## src/rtl/fifo_pkg.sv

```systemverilog
`default_nettype none
// ============================================================================
// Package  : fifo_pkg
// Brief    : Shared constants and helpers for the scan-display FIFO block:
//            blank segment pattern, hex-to-7-segment decode and clog2.
// Revision : 1.0 - initial release
// ============================================================================
package fifo_pkg;

    // All segments off (active-low bank).
    localparam logic [6:0] SEG_BLANK = 7'h7F;

    // Ceiling log2 used for pointer and counter widths.
    function automatic int clog2(input int n);
        int r;
        r = 0;
        for (int i = 0; i < 31; i++) begin
            if ((1 << i) < n) r = i + 1;
        end
        return r;
    endfunction

    // Active-low {g,f,e,d,c,b,a} patterns for a hex nibble.
    function automatic logic [6:0] hex_to_seg(input logic [3:0] h);
        logic [6:0] s;
        case (h)
            4'h0:    s = 7'h40;
            4'h1:    s = 7'h79;
            4'h2:    s = 7'h24;
            4'h3:    s = 7'h30;
            4'h4:    s = 7'h19;
            4'h5:    s = 7'h12;
            4'h6:    s = 7'h02;
            4'h7:    s = 7'h78;
            4'h8:    s = 7'h00;
            4'h9:    s = 7'h10;
            4'hA:    s = 7'h08;
            4'hB:    s = 7'h03;
            4'hC:    s = 7'h46;
            4'hD:    s = 7'h21;
            4'hE:    s = 7'h06;
            default: s = 7'h0E;
        endcase
        return s;
    endfunction

endpackage
`default_nettype wire

```

## src/rtl/fifo_scan_queue_btn_pulse.sv

```systemverilog
`default_nettype none
// ============================================================================
// Module   : btn_pulse
// Brief    : Raw button conditioning: 2-FF synchronizer, counter debouncer
//            and rising-edge one-shot. A held button yields a single pulse.
// Revision : 1.0 - initial release
// ============================================================================
module btn_pulse
    import fifo_pkg::*;
#(
    parameter int DEB_CYC = 16
) (
    input  logic clk,
    input  logic rst,
    input  logic i_btn,
    output logic o_pulse
);

    localparam int c_CW = (clog2(DEB_CYC) < 1) ? 1 : clog2(DEB_CYC);

    logic [1:0]      r_sync;
    logic            r_level;
    logic            r_level_d;
    logic [c_CW-1:0] r_cnt;

    // Bring the asynchronous button into the clk domain.
    always_ff @(posedge clk or posedge rst) begin
        if (rst) r_sync <= '0;
        else     r_sync <= {r_sync[0], i_btn};
    end

    // Flip the debounced level only after DEB_CYC consecutive samples that
    // disagree with it; any agreeing sample restarts the run.
    always_ff @(posedge clk or posedge rst) begin
        if (rst) begin
            r_level <= 1'b0;
            r_cnt   <= '0;
        end else if (r_sync[1] == r_level) begin
            r_cnt   <= '0;
        end else if (r_cnt == c_CW'(DEB_CYC - 1)) begin
            r_level <= r_sync[1];
            r_cnt   <= '0;
        end else begin
            r_cnt   <= r_cnt + c_CW'(1);
        end
    end

    // Delayed copy of the level for edge detection.
    always_ff @(posedge clk or posedge rst) begin
        if (rst) r_level_d <= 1'b0;
        else     r_level_d <= r_level;
    end

    assign o_pulse = r_level & ~r_level_d;

endmodule
`default_nettype wire

```

## src/rtl/fifo_scan_queue.sv

```systemverilog
`default_nettype none
// ============================================================================
// Module   : fifo_scan_queue
// Brief    : Button-driven circular FIFO with count-based occupancy and a
//            multiplexed active-low 7-segment view of its contents. The
//            decimal point marks the head entry.
// Revision : 1.0 - initial release
// ============================================================================
module fifo_scan_queue
    import fifo_pkg::*;
#(
    parameter int  W        = 4,
    parameter int  DEPTH    = 8,
    parameter int  NDIG     = 8,
    parameter int  DEB_CYC  = 16,
    parameter int  SCAN_DIV = 1000,
    localparam int AW       = clog2(DEPTH)
) (
    input  logic            clk,
    input  logic            rst,
    input  logic            push_btn,
    input  logic            pop_btn,
    input  logic [W-1:0]    din,
    output logic [W-1:0]    dout,
    output logic            pop_valid,
    output logic            empty,
    output logic            full,
    output logic [AW:0]     count,
    output logic [NDIG-1:0] an,
    output logic [6:0]      seg,
    output logic            dp
);

    localparam int c_PW = (clog2(SCAN_DIV) < 1) ? 1 : clog2(SCAN_DIV);

    logic            w_push_pulse;
    logic            w_pop_pulse;
    logic            w_push_ok;
    logic            w_pop_ok;

    logic [W-1:0]    r_mem [DEPTH];
    logic [AW-1:0]   r_head;
    logic [AW-1:0]   r_tail;
    logic [AW:0]     r_count;
    logic [W-1:0]    r_dout;
    logic            r_pop_valid;

    logic [c_PW-1:0] r_pre;
    logic [AW-1:0]   r_idx;
    logic [AW-1:0]   w_rel;
    logic            w_occ;
    logic [NDIG-1:0] w_an;
    logic [6:0]      w_seg;
    logic            w_dp;
    logic [NDIG-1:0] r_an;
    logic [6:0]      r_seg;
    logic            r_dp;

    btn_pulse #(.DEB_CYC(DEB_CYC)) u_push_btn (
        .clk     (clk),
        .rst     (rst),
        .i_btn   (push_btn),
        .o_pulse (w_push_pulse)
    );

    btn_pulse #(.DEB_CYC(DEB_CYC)) u_pop_btn (
        .clk     (clk),
        .rst     (rst),
        .i_btn   (pop_btn),
        .o_pulse (w_pop_pulse)
    );

    // A push into a full FIFO is still legal when a pop frees a slot in the
    // same cycle; a pop from empty is never bypassed by a concurrent push.
    assign w_pop_ok  = w_pop_pulse & ~empty;
    assign w_push_ok = w_push_pulse & (~full | w_pop_ok);

    assign empty = (r_count == '0);
    assign full  = (r_count == (AW+1)'(DEPTH));

    // Storage write on accepted push.
    always_ff @(posedge clk or posedge rst) begin
        if (rst) begin
            for (int i = 0; i < DEPTH; i++) r_mem[i] <= '0;
        end else if (w_push_ok) begin
            r_mem[r_tail] <= din;
        end
    end

    // Pointers roll over naturally at DEPTH (power of two).
    always_ff @(posedge clk or posedge rst) begin
        if (rst) begin
            r_head <= '0;
            r_tail <= '0;
        end else begin
            if (w_push_ok) r_tail <= r_tail + AW'(1);
            if (w_pop_ok)  r_head <= r_head + AW'(1);
        end
    end

    // Occupancy tracks push/pop; a simultaneous pair leaves it unchanged.
    always_ff @(posedge clk or posedge rst) begin
        if (rst) begin
            r_count <= '0;
        end else begin
            case ({w_push_ok, w_pop_ok})
                2'b10:   r_count <= r_count + (AW+1)'(1);
                2'b01:   r_count <= r_count - (AW+1)'(1);
                default: r_count <= r_count;
            endcase
        end
    end

    // Popped word is held until the next pop; pop_valid pulses alongside it.
    always_ff @(posedge clk or posedge rst) begin
        if (rst) begin
            r_dout      <= '0;
            r_pop_valid <= 1'b0;
        end else begin
            r_pop_valid <= w_pop_ok;
            if (w_pop_ok) r_dout <= r_mem[r_head];
        end
    end

    // Prescaler and digit index for the scan.
    always_ff @(posedge clk or posedge rst) begin
        if (rst) begin
            r_pre <= '0;
            r_idx <= '0;
        end else if (r_pre == c_PW'(SCAN_DIV - 1)) begin
            r_pre <= '0;
            r_idx <= r_idx + AW'(1);
        end else begin
            r_pre <= r_pre + c_PW'(1);
        end
    end

    // Decode the current slot: lit only if it lies inside head..head+count-1.
    always_comb begin
        w_rel = r_idx - r_head;
        w_occ = ({1'b0, w_rel} < r_count);
        w_an  = '1;
        w_seg = SEG_BLANK;
        w_dp  = 1'b1;
        if (w_occ) begin
            for (int i = 0; i < DEPTH; i++) begin
                if (r_idx == AW'(i)) w_an[i] = 1'b0;
            end
            w_seg = hex_to_seg(r_mem[r_idx][3:0]);
            w_dp  = (r_idx != r_head);
        end
    end

    // Register the display pins so they never glitch between digits.
    always_ff @(posedge clk or posedge rst) begin
        if (rst) begin
            r_an  <= '1;
            r_seg <= SEG_BLANK;
            r_dp  <= 1'b1;
        end else begin
            r_an  <= w_an;
            r_seg <= w_seg;
            r_dp  <= w_dp;
        end
    end

    assign dout      = r_dout;
    assign pop_valid = r_pop_valid;
    assign count     = r_count;
    assign an        = r_an;
    assign seg       = r_seg;
    assign dp        = r_dp;

endmodule
`default_nettype wire

```

## config.mk

```make
export PLATFORM = sky130hd
export DESIGN_NAME = fifo_scan_queue
export DESIGN_NICKNAME = d
export VERILOG_FILES = /design/src/rtl/fifo_pkg.sv /design/src/rtl/fifo_scan_queue_btn_pulse.sv /design/src/rtl/fifo_scan_queue.sv
export SDC_FILE = /design/constraint.sdc
export NUM_CORES = 1
export LEC_CHECK = 0
export BUFFER_PORTS_ARGS = -buffer_cell sky130_fd_sc_hd__buf_4
export CORE_MARGIN = 2
export CORE_UTILIZATION = 40
export DETAILED_ROUTE_END_ITERATION = 7
export PLACE_DENSITY = 0.54
export SYNTH_ARGS = -nofsm -noshare
export SYNTH_HDL_FRONTEND = slang
export SYNTH_HIERARCHICAL = 1
export SYNTH_SLANG_ARGS = --single-unit
```

## constraint.sdc

```tcl
create_clock -name clk -period 3.9 [get_ports clk]
set_input_delay 0.585 -clock clk [delete_from_list [all_inputs] [get_ports clk]]
set_output_delay 0.585 -clock clk [all_outputs]
set_load 0.01 [all_outputs]
```

==> results of run 1 <==
==> final cells by class <==
class	count	area [um^2]	share of cell area (%)
Timing Repair Buffer	38	285.3	5.384
Sequential cell	92	2322	43.83
Clock inverter	5	60.06	1.133
Clock buffer	11	232.7	4.392
Inverter	19	71.32	1.346
Tap cell	143	178.9	3.377
Multi-Input combinational cell	232	2148	40.54
==> per-stage QoR <==
| step | cells | setup WS (ns) | utilization, % |
|---|---|---|---|
| global placement | 524 | 1.017 | 44.22 |
| finish | 540 | 0.8889 | 46.81 |
| CTS | 540 | 0.8954 | 46.81 |
| floorplan | 352 | 1.212 | - |
| detailed placement | 524 | 0.9459 | 44.22 |
| global route | 540 | 0.7459 | 46.81 |
==> path summary, 6_finish.rpt <==
check	from	end	slack, ns	depth (start not counted)
max in group asynchronous	rst	seg[1]	2.49	3
worst min-delay path	rst	u_pop_btn/r_sync[1]	0.20	2
worst max-delay path	r_idx[0]	seg[3]	0.89	9
worst max register to register	r_idx[0]	seg[3]	0.89	9
min in group clk	pop_btn	u_pop_btn/r_sync[0]	0.34	1
worst min register to register	u_push_btn/r_sync[0]	u_push_btn/r_sync[1]	0.35	0
==> metal layers <==
metal  vias to the layer above  track usage, %
met5                         -               0
met4                         0           7.572
met3                        11           2.351
met2                        38           22.48
met1                      1382           21.05
li1                       1340               -
==> kinds of logic after synthesis <==
family / Yosys count / share of synthesized area (%)
AO/OA/AOI/OAI: 43 / 6.997
multiplexers: 64 / 19.33
XOR/XNOR: 21 / 4.002
buffers and inverters: 28 / 2.723
adder cells (fa/ha/maj): 26 / 7.405
flip-flops: 92 / 50.53
AND/OR/NAND/NOR: 78 / 9.012
==> cells in the final DEF (no fill, tap or decap), drive strengths merged, types with 5 or more instances in the layout <==
cell type	count
o21ai	13
a21oi	5
mux2i	14
ha	24
nor2	15
dfrtp	76
inv	21
nor2b	9
clkbuf	11
mux4	14
xor2	9
xnor2	12
dfstp	16
buf	38
nand2	25
nand3	12
mux2	36
==> flip-flops by register name, indices dropped and copies added (netlist names), 4 cells and up <==
| signal | count |
|---|---|
| seg | 7 |
| an | 8 |
| u_push_btn/r_cnt | 4 |
| u_pop_btn/r_cnt | 4 |
| r_mem | 32 |
| dout | 4 |
| r_pre | 10 |
| count | 4 |
==> where the power goes <==
part / switching, W / total (W) / internal, W
sequential: 0.0000230 / 0.00101 / 0.000983
combinational: 0.0000556 / 0.000104 / 0.0000483
clock: 0.000372 / 0.000873 / 0.000501
total: 0.000450 / 0.00198 / 0.00153
==> flow_summary.ini, run 1 <==
[status]
outcome = complete, no violations

[detailed_routing]
dr_wl_met3_um = 210
vias_per_cell = 5.131
drt_wl_total_um = 8528
drt-initial-drc-count = 124
ant_nets = 0
routedLengthMet1_um = 4272
wl_met2_um = 3855
drc = 0
first_pass_iters = 4
vias = 2771
wire_per_inst_um = 15.79
route.top_layer_used = met4

[yosys]
netlist.area_leader.share_pct = 41.38
ys_async_sr_fraction_pct = 100.0
synth_flop_cell = dfrtp_1
ys_ff_latch = 92
yosysTopAreaCell = dfrtp_1
synth.distinct_cells = 51
yosysMostFrequentCell = dfrtp_1
synthTopCellsByArea = dfrtp_1 (41%), dfstp_2 (9.1%), mux2_2 (8.3%)
yosys-top-cells-count = dfrtp_1 (76), mux2_2 (34), nand2_1 (25)
seq_area_frac_synth_pct = 50.53
synth_edf_count = 0
ys.warnings.count = 6
avgSynthCellArea_um2 = 13.06
syn_nets = 386
synth_cells = 352
syn-cell-area_mm2 = 0.004596

[die]
start_util_pct = 40.59
std_cell_rows = 39
ioPinCount = 35
die_area_mm2 = 0.01236
core_area_mm2 = 0.01132
die_y_um = 111.2
die_w_um = 111.2

[sta]
final-setup-viol-count = 0
period_minus_slack_ns = 3.011
rsz0062_at_grt = false
finalClockSkew_ns = 0.007821
fin_crit_sh_pct = 77.21
hold_ws_ns = 0.2036
slew_viol_final = 0
relSlewSlack_pct = 49.72
hold_viol = 0
finalSetupTns_ns = 0
worstMarginPinSlew_ns = 0.7531
fmax_mhz = 332.1

[setup_path]
critical_path_peak_fanout = 9
critical-path-max-stage-delay_ns = 0.60
cp.required_ns = 4.15
worstPathArrival_ns = 3.26
crit_path_end_kind = flop
cp-start-kind = flop
critPathTopFamily = compound AO/OA/AOI/OAI gates
critPathSlowestCell = dfrtp_1
crit_buf_inv = 2
critical_path_class = reg2reg
crit_chain = inv_1, ha_1, inv_1, fa_1, ha_1, a21boi_0, o31a_1, a2111oi_0, a31oi_1

[global_routing]
antenna_found_initial = 0
grt_pass1_wl_um = 14590
grt_max_degree = 42
overflow = 0
grt_pass1_vias = 2820
grt_util_all_layers_pct = 14.95

[place]
postPlaceCellArea_mm2 = 0.005006
portBuffers = 34
place_congestion = 0.7684
place.detailed.hpwl_um = 6123

[clocking]
cts.root.buffer_cell = clkbuf_16
clkTransAtPathRegs_ns = 0.06
clockBufferDepth = 2
ctsResizeCount = 0
cts_tree = done
post-cts-setup-buffer-count = 0
numCtsBuffers = 9
clkLatencyLatePin_ns = 0.35
cts.sinks = 92
hold_buffers = 0
htree_levels = 3

[layout]
final.fill_count = 1052
area_growth_pct = 15.30
drive_gt1_share_pct = 33.50
antenna_cells = 0
stdcell_area_mm2 = 0.005299
nNetsFinal = 426

[power]
peakVddDrop_mv = 0.1694
total_power_w = 0.001982
leakage_nw = 2.315
cellPowerDensity_mw_per_mm2 = 374.0

[flow_run]
drv_cap = 0

[worst_hold_path]
hp-class = in2async
Note: power is estimated with default switching activity, not from simulation.
==> inputs of run 2 (changes only) <==
Settings changed: PLACE_DENSITY 0.54 to 0.56.
Clock period 3.9 ns to 2.7 ns, I/O delays scaled along.
==> run 2 against run 1 <==
Net effect: critical path depth unchanged; clock power increased by 41%; design area increased by 1.8%; worst setup slack got worse by 0.62 ns; critical path type unchanged.
==> flow_summary.ini, run 2 (synthesized netlist as in run 1, its figures left out) <==
[sta]
fmax_mhz = 410.8
hold_viol = 0
final-setup-viol-count = 0
period_minus_slack_ns = 2.434
rsz0062_at_grt = false
hold_ws_ns = 0.1673
fin_crit_sh_pct = 90.17
slew_viol_final = 0
fin_ws_ns = 0.2655
finalSetupTns_ns = 0
finalClockSkew_ns = 0.005027
relSlewSlack_pct = 68.82
worstMarginPinSlew_ns = 0.4579

[setup_path]
r2r_cells = 9
critical_path_class = reg2reg
endpoint = seg[3]
ff2ff_setup_slack_ns = 0.27
r2r_start = r_idx[0]
crit_path_end_kind = flop
r2r-end = seg[3]
worstPathArrival_ns = 2.68
cp-start-kind = flop
cp.required_ns = 2.94
critical_path_peak_fanout = 7
startpoint = r_idx[0]

[die]
core_area_mm2 = 0.01132
die_area_mm2 = 0.01236
die_w_um = 111.2
std_cell_rows = 39
ioPinCount = 35
die_y_um = 111.2
start_util_pct = 40.59

[clocking]
clockBufferDepth = 2
cts.root.buffer_cell = clkbuf_16
htree_levels = 3
post-cts-setup-buffer-count = 0
cts_tree = done
numCtsBuffers = 9
clkTransAtPathRegs_ns = 0.06
clkLatencyLatePin_ns = 0.34
cts.sinks = 92

[power]
total_power_w = 0.002841
peakVddDrop_mv = 0.2641
cellPowerDensity_mw_per_mm2 = 526.4
leakage_nw = 2.375

[status]
outcome = complete, no violations

[layout]
multiInputGateArea_mm2 = 0.002148
final_common_cell = dfrtp_1
largest_register_ffs = 32
register_area_mm2 = 0.002323
antenna_cells = 0
nNetsFinal = 437
utilization_pct = 47.67
final.fill_count = 1051
layout_common_cells = dfrtp_1 (75), buf_4 (47), mux2_2 (34)
drive_gt1_share_pct = 35.63
largest_register = r_mem
area_growth_pct = 17.42

[detailed_routing]
vias_per_cell = 5.213
vias = 2867
wire_per_inst_um = 15.54
drt_wl_total_um = 8549
drt-initial-drc-count = 120
drc = 0
first_pass_iters = 4
ant_nets = 0

[place]
post-place-ws_ns = 0.1493
place_congestion = 0.7650
place.detailed.hpwl_um = 6384
portBuffers = 34

[global_routing]
grt_pass1_wl_um = 15010
use_met2_pct = 24.47
grt_max_degree = 74
grt_util_all_layers_pct = 15.36
grtUsageMet1_pct = 20.24
overflow = 0
use_met3_pct = 2.898
top_usage_layer = met2
antenna_found_initial = 0
grt_pass1_vias = 2936

[worst_hold_path]
hp-class = in2reg
hold_path_depth = 1

[flow_run]
drv_cap = 0
==> run 2: changes by cell type in the layout (fill, tap and decap cells not counted), sizes merged <==
cell         previous run  this run
dlygate4sd3             0         1
buf                    38        48
clkinv                  1         3
clkbuf                 11        10
inv                    21        19
==> run 2: layer usage <==
metal | vias up | share of wire, % | routed length [um]
met1 | 1454 | 47 | 4009
met3 | 17 | 2.5 | 217
li1 | 1359 | - | -
met5 | - | 0 | 0
met2 | 37 | 48 | 4091
met4 | 0 | 2.7 | 231
==> run 2: layout make-up <==
class / instances / share of cell area [%]
clock inverters: 5 / 0.9738
multi-input cells: 232 / 39.81
repair buffers: 49 / 7.095
flip-flops and latches: 92 / 43.06
clock buffers: 10 / 4.428
inverters: 19 / 1.322
well taps: 143 / 3.316
==> run 2: through the flow <==
step / cells / instance area [um^2]
floorplan: 352 / 4596
global placement: 534 / 5094
detailed placement: 534 / 5094
CTS: 550 / 5395
global route: 550 / 5396
finish: 550 / 5396
==> run 2: critical path, stage by stage (launching register included) <==
cell	delay, ns
dfrtp_1	0.37
inv_1	0.09
ha_1	0.14
inv_1	0.05
fa_1	0.43
ha_1	0.27
a21boi_0	0.15
o31a_1	0.36
a2111oi_0	0.39
a31oi_1	0.08
==> run 2: repair_timing <==
item                       CTS  global route
setup endpoints to repair    0             1
hold endpoints to repair     3             0
resized for setup            0             1
hold buffers                 1             0
==> run 2: power breakdown <==
group	internal, W	switching [W]	total, W
Combinational	0.0000754	0.0000825	0.000158
Clock	0.000732	0.000501	0.00123
Sequential	0.00142	0.0000303	0.00145
Total	0.00223	0.000614	0.00284
==> run 2: worst min-delay path by stage <==
stage / startpoint / to / slack (ns)
after detailed placement: rst / pop_valid / 0.31
after floorplan: rst / u_pop_btn/r_cnt[0] / 0.22
after CTS: push_btn / u_push_btn/r_sync[0] / 0.15
final: push_btn / u_push_btn/r_sync[0] / 0.17
after global placement: rst / pop_valid / 0.31
after global routing: pop_btn / u_pop_btn/r_sync[0] / 0.15
==> inputs of run 3 (changes only) <==
Settings changed: SYNTH_HIERARCHICAL 1 to default.
==> run 3 against run 2 <==
Net effect: the flow now finishes with violations (DRC); die area is 3.0% higher; sequential power is essentially flat; area after synthesis increased by 3.2%; first-iteration DRC count rose by 33%; count of clock-buffer cells in the layout up 1; fmax fell by 5.7%; highest routed layer unchanged.
==> flow_summary.ini, run 3 <==
[status]
outcome = complete, but fails checks
violations = DRC

[place]
place_congestion = 0.8161
dp.cells = 541
portBuffers = 34
place.detailed.hpwl_um = 6389

[power]
total_power_w = 0.002894
cellPowerDensity_mw_per_mm2 = 523.5
p_seq_share_pct = 49.4
power.share.clock_pct = 46.8
p_switching_w = 0.0006192
share_comb_of_total_power_pct = 3.8
switching_share_pct = 21.40
peakVddDrop_mv = 0.3030
p_int_w = 0.002275
leakage_nw = 2.531

[global_routing]
overflow = 0
grt_util_all_layers_pct = 15.24
antenna_found_initial = 0
grt_pass1_wl_um = 15040
grt_pass1_vias = 2855
grt_max_degree = 58

[setup_path]
endpoint = seg[0]
cp-start-kind = flop
crit_chain = inv_1, ha_1, inv_1, fa_1, ha_1, a21boi_1, o31a_2, nor4_1, a211oi_1
worstPathArrival_ns = 2.84
ff2ff_setup_slack_ns = 0.12
critPathSlowestCell = fa_1
cp.required_ns = 2.96
critical-path-max-stage-delay_ns = 0.45
r2r_start = r_idx[0]
r2r_cells = 9
crit_path_end_kind = flop
critical_path_class = reg2reg
startpoint = r_idx[0]
critical_path_peak_fanout = 7
r2r-end = seg[0]

[sta]
period_minus_slack_ns = 2.582
finalSetupTns_ns = 0
slew_viol_final = 0
rsz0062_at_grt = false
worstMarginPinSlew_ns = 0.5232
final-setup-viol-count = 0
fin_crit_sh_pct = 95.64
relSlewSlack_pct = 65.12
fmax_mhz = 387.3
finalClockSkew_ns = 0.006979
hold_viol = 0

[layout]
stdcell_count = 558
area_growth_pct = 16.60
final_common_cell = dfrtp_1
drive_gt1_share_pct = 35.42
utilization_pct = 48.00
antenna_cells = 0
nNetsFinal = 444
largest_register_ffs = 32
largest_register = r_mem
layout_common_cells = dfrtp_1 (76), buf_4 (46), mux2_2 (28)

[yosys]
yosysTopAreaCell = dfrtp_1
syn-cell-area_mm2 = 0.004741
yosys-top-cells-count = dfrtp_1 (76), mux2_2 (28), ha_1 (24)
seq_area_frac_synth_pct = 48.98
synth_edf_count = 0
ys.warnings.count = 0
ys_async_sr_fraction_pct = 100.0
synth_flop_cell = dfrtp_1
netlist.area_leader.share_pct = 40.12
synthTopCellsByArea = dfrtp_1 (40%), dfstp_2 (8.9%), mux2_2 (6.7%)
yosysMostFrequentCell = dfrtp_1
avgSynthCellArea_um2 = 13.06
syn_nets = 397
synth.distinct_cells = 62
ys_ff_latch = 92
synth_cells = 363

[clocking]
clkLatencyLatePin_ns = 0.35
cts.root.buffer_cell = clkbuf_16
cts.sinks = 92
clkTransAtPathRegs_ns = 0.06
numCtsBuffers = 9
clockBufferDepth = 2
cts_tree = done
htree_levels = 3

[detailed_routing]
vias = 2873
drc = 5
drt_wl_total_um = 8914
ant_nets = 0
drt-initial-drc-count = 159
first_pass_iters = 6
wire_per_inst_um = 15.97
vias_per_cell = 5.149

[die]
die_area_mm2 = 0.01274
std_cell_rows = 39
ioPinCount = 35
core_area_mm2 = 0.01152
die_w_um = 112.9
start_util_pct = 41.17
die_y_um = 112.9

[flow_run]
drv_cap = 0

[worst_hold_path]
hp-class = in2reg
==> run 3: final cells by class <==
class | instances | area, um^2
clock buffers | 11 | 232.7
fillers | 1033 | 5988
clock inverters | 5 | 85.08
multi-input cells | 240 | 2258
repair buffers | 48 | 375.4
inverters | 19 | 75.07
well taps | 143 | 178.9
flip-flops and latches | 92 | 2322
==> run 3: kinds of logic (layout without fill, tap and decap cells) <==
family                   Yosys count  in the layout  share of synthesized area (%)
AO/OA/AOI/OAI                     39             39                          5.754
flip-flops                        92             92                          48.98
adder cells (fa/ha/maj)           26             26                          7.179
multiplexers                      66             66                          19.48
buffers and inverters             31             83                          3.378
XOR/XNOR                          22             22                          4.065
AND/OR/NAND/NOR                   87             87                          11.16
==> run 3: power groups by stage <==
stage	clock network, W	logic, W	registers, W
global route	0.00144	0.000124	0.00143
global placement	0	0.000108	0.00145
detailed placement	0	0.000111	0.00145
floorplan	0	0.0000677	0.00145
CTS	0.00140	0.000112	0.00143
finish	0.00136	0.000109	0.00143
==> run 3: worst min path at each step <==
stage / to / depth (start not counted) / start / slack (ns)
global placement: u_push_btn.r_sync[0] / 2 / rst / 0.31
detailed placement: u_push_btn.r_sync[0] / 2 / rst / 0.31
CTS: u_push_btn.r_sync[0] / 1 / push_btn / 0.15
finish: u_push_btn.r_sync[0] / 1 / push_btn / 0.17
floorplan: u_pop_btn.r_sync[1] / 0 / u_pop_btn.r_sync[0] / 0.33
global route: u_push_btn.r_sync[0] / 1 / push_btn / 0.16
==> run 3: worst max-delay path, delay by kind of cell (launching register included) <==
kind | cells | cell delay [ns]
adders and majority gates | 3 | 0.93
AOI/OAI and AO/OA | 3 | 0.64
DFF | 1 | 0.38
and+or+nand+nor | 1 | 0.35
buffers and inverters | 2 | 0.19
==> run 3: repair_timing <==
| item | CTS | global route |
|---|---|---|
| gates resized for setup | 0 | 1 |
| buffers inserted | 0 | 0 |
| endpoints found under the setup margin | 0 | 2 |
| hold buffers | 1 | 0 |
| hold endpoints to repair | 3 | 0 |
==> run 3: routing by layer <==
layer	wire length, um	vias up	track usage [%]
met3	248	10	3.267
met2	4107	34	23.37
met5	0	-	0
met1	4392	1448	21.19
li1	-	1381	-
met4	165	0	6.341
==> run 3: metrics by stage <==
| stage | hold WS (ns) | setup WS [ns] | area [um^2] |
|---|---|---|---|
| 6_report | 0.1681 | 0.1177 | 5528 |
| 5_1_grt | 0.1558 | 0.006257 | 5528 |
| 4_1_cts | 0.1535 | 0.09592 | 5528 |
| 3_5_place_dp | 0.3148 | 0.1625 | 5200 |
| 3_3_place_gp | 0.3099 | 0.3249 | 5200 |
| 2_1_floorplan | 0.3312 | 0.01702 | 4745 |
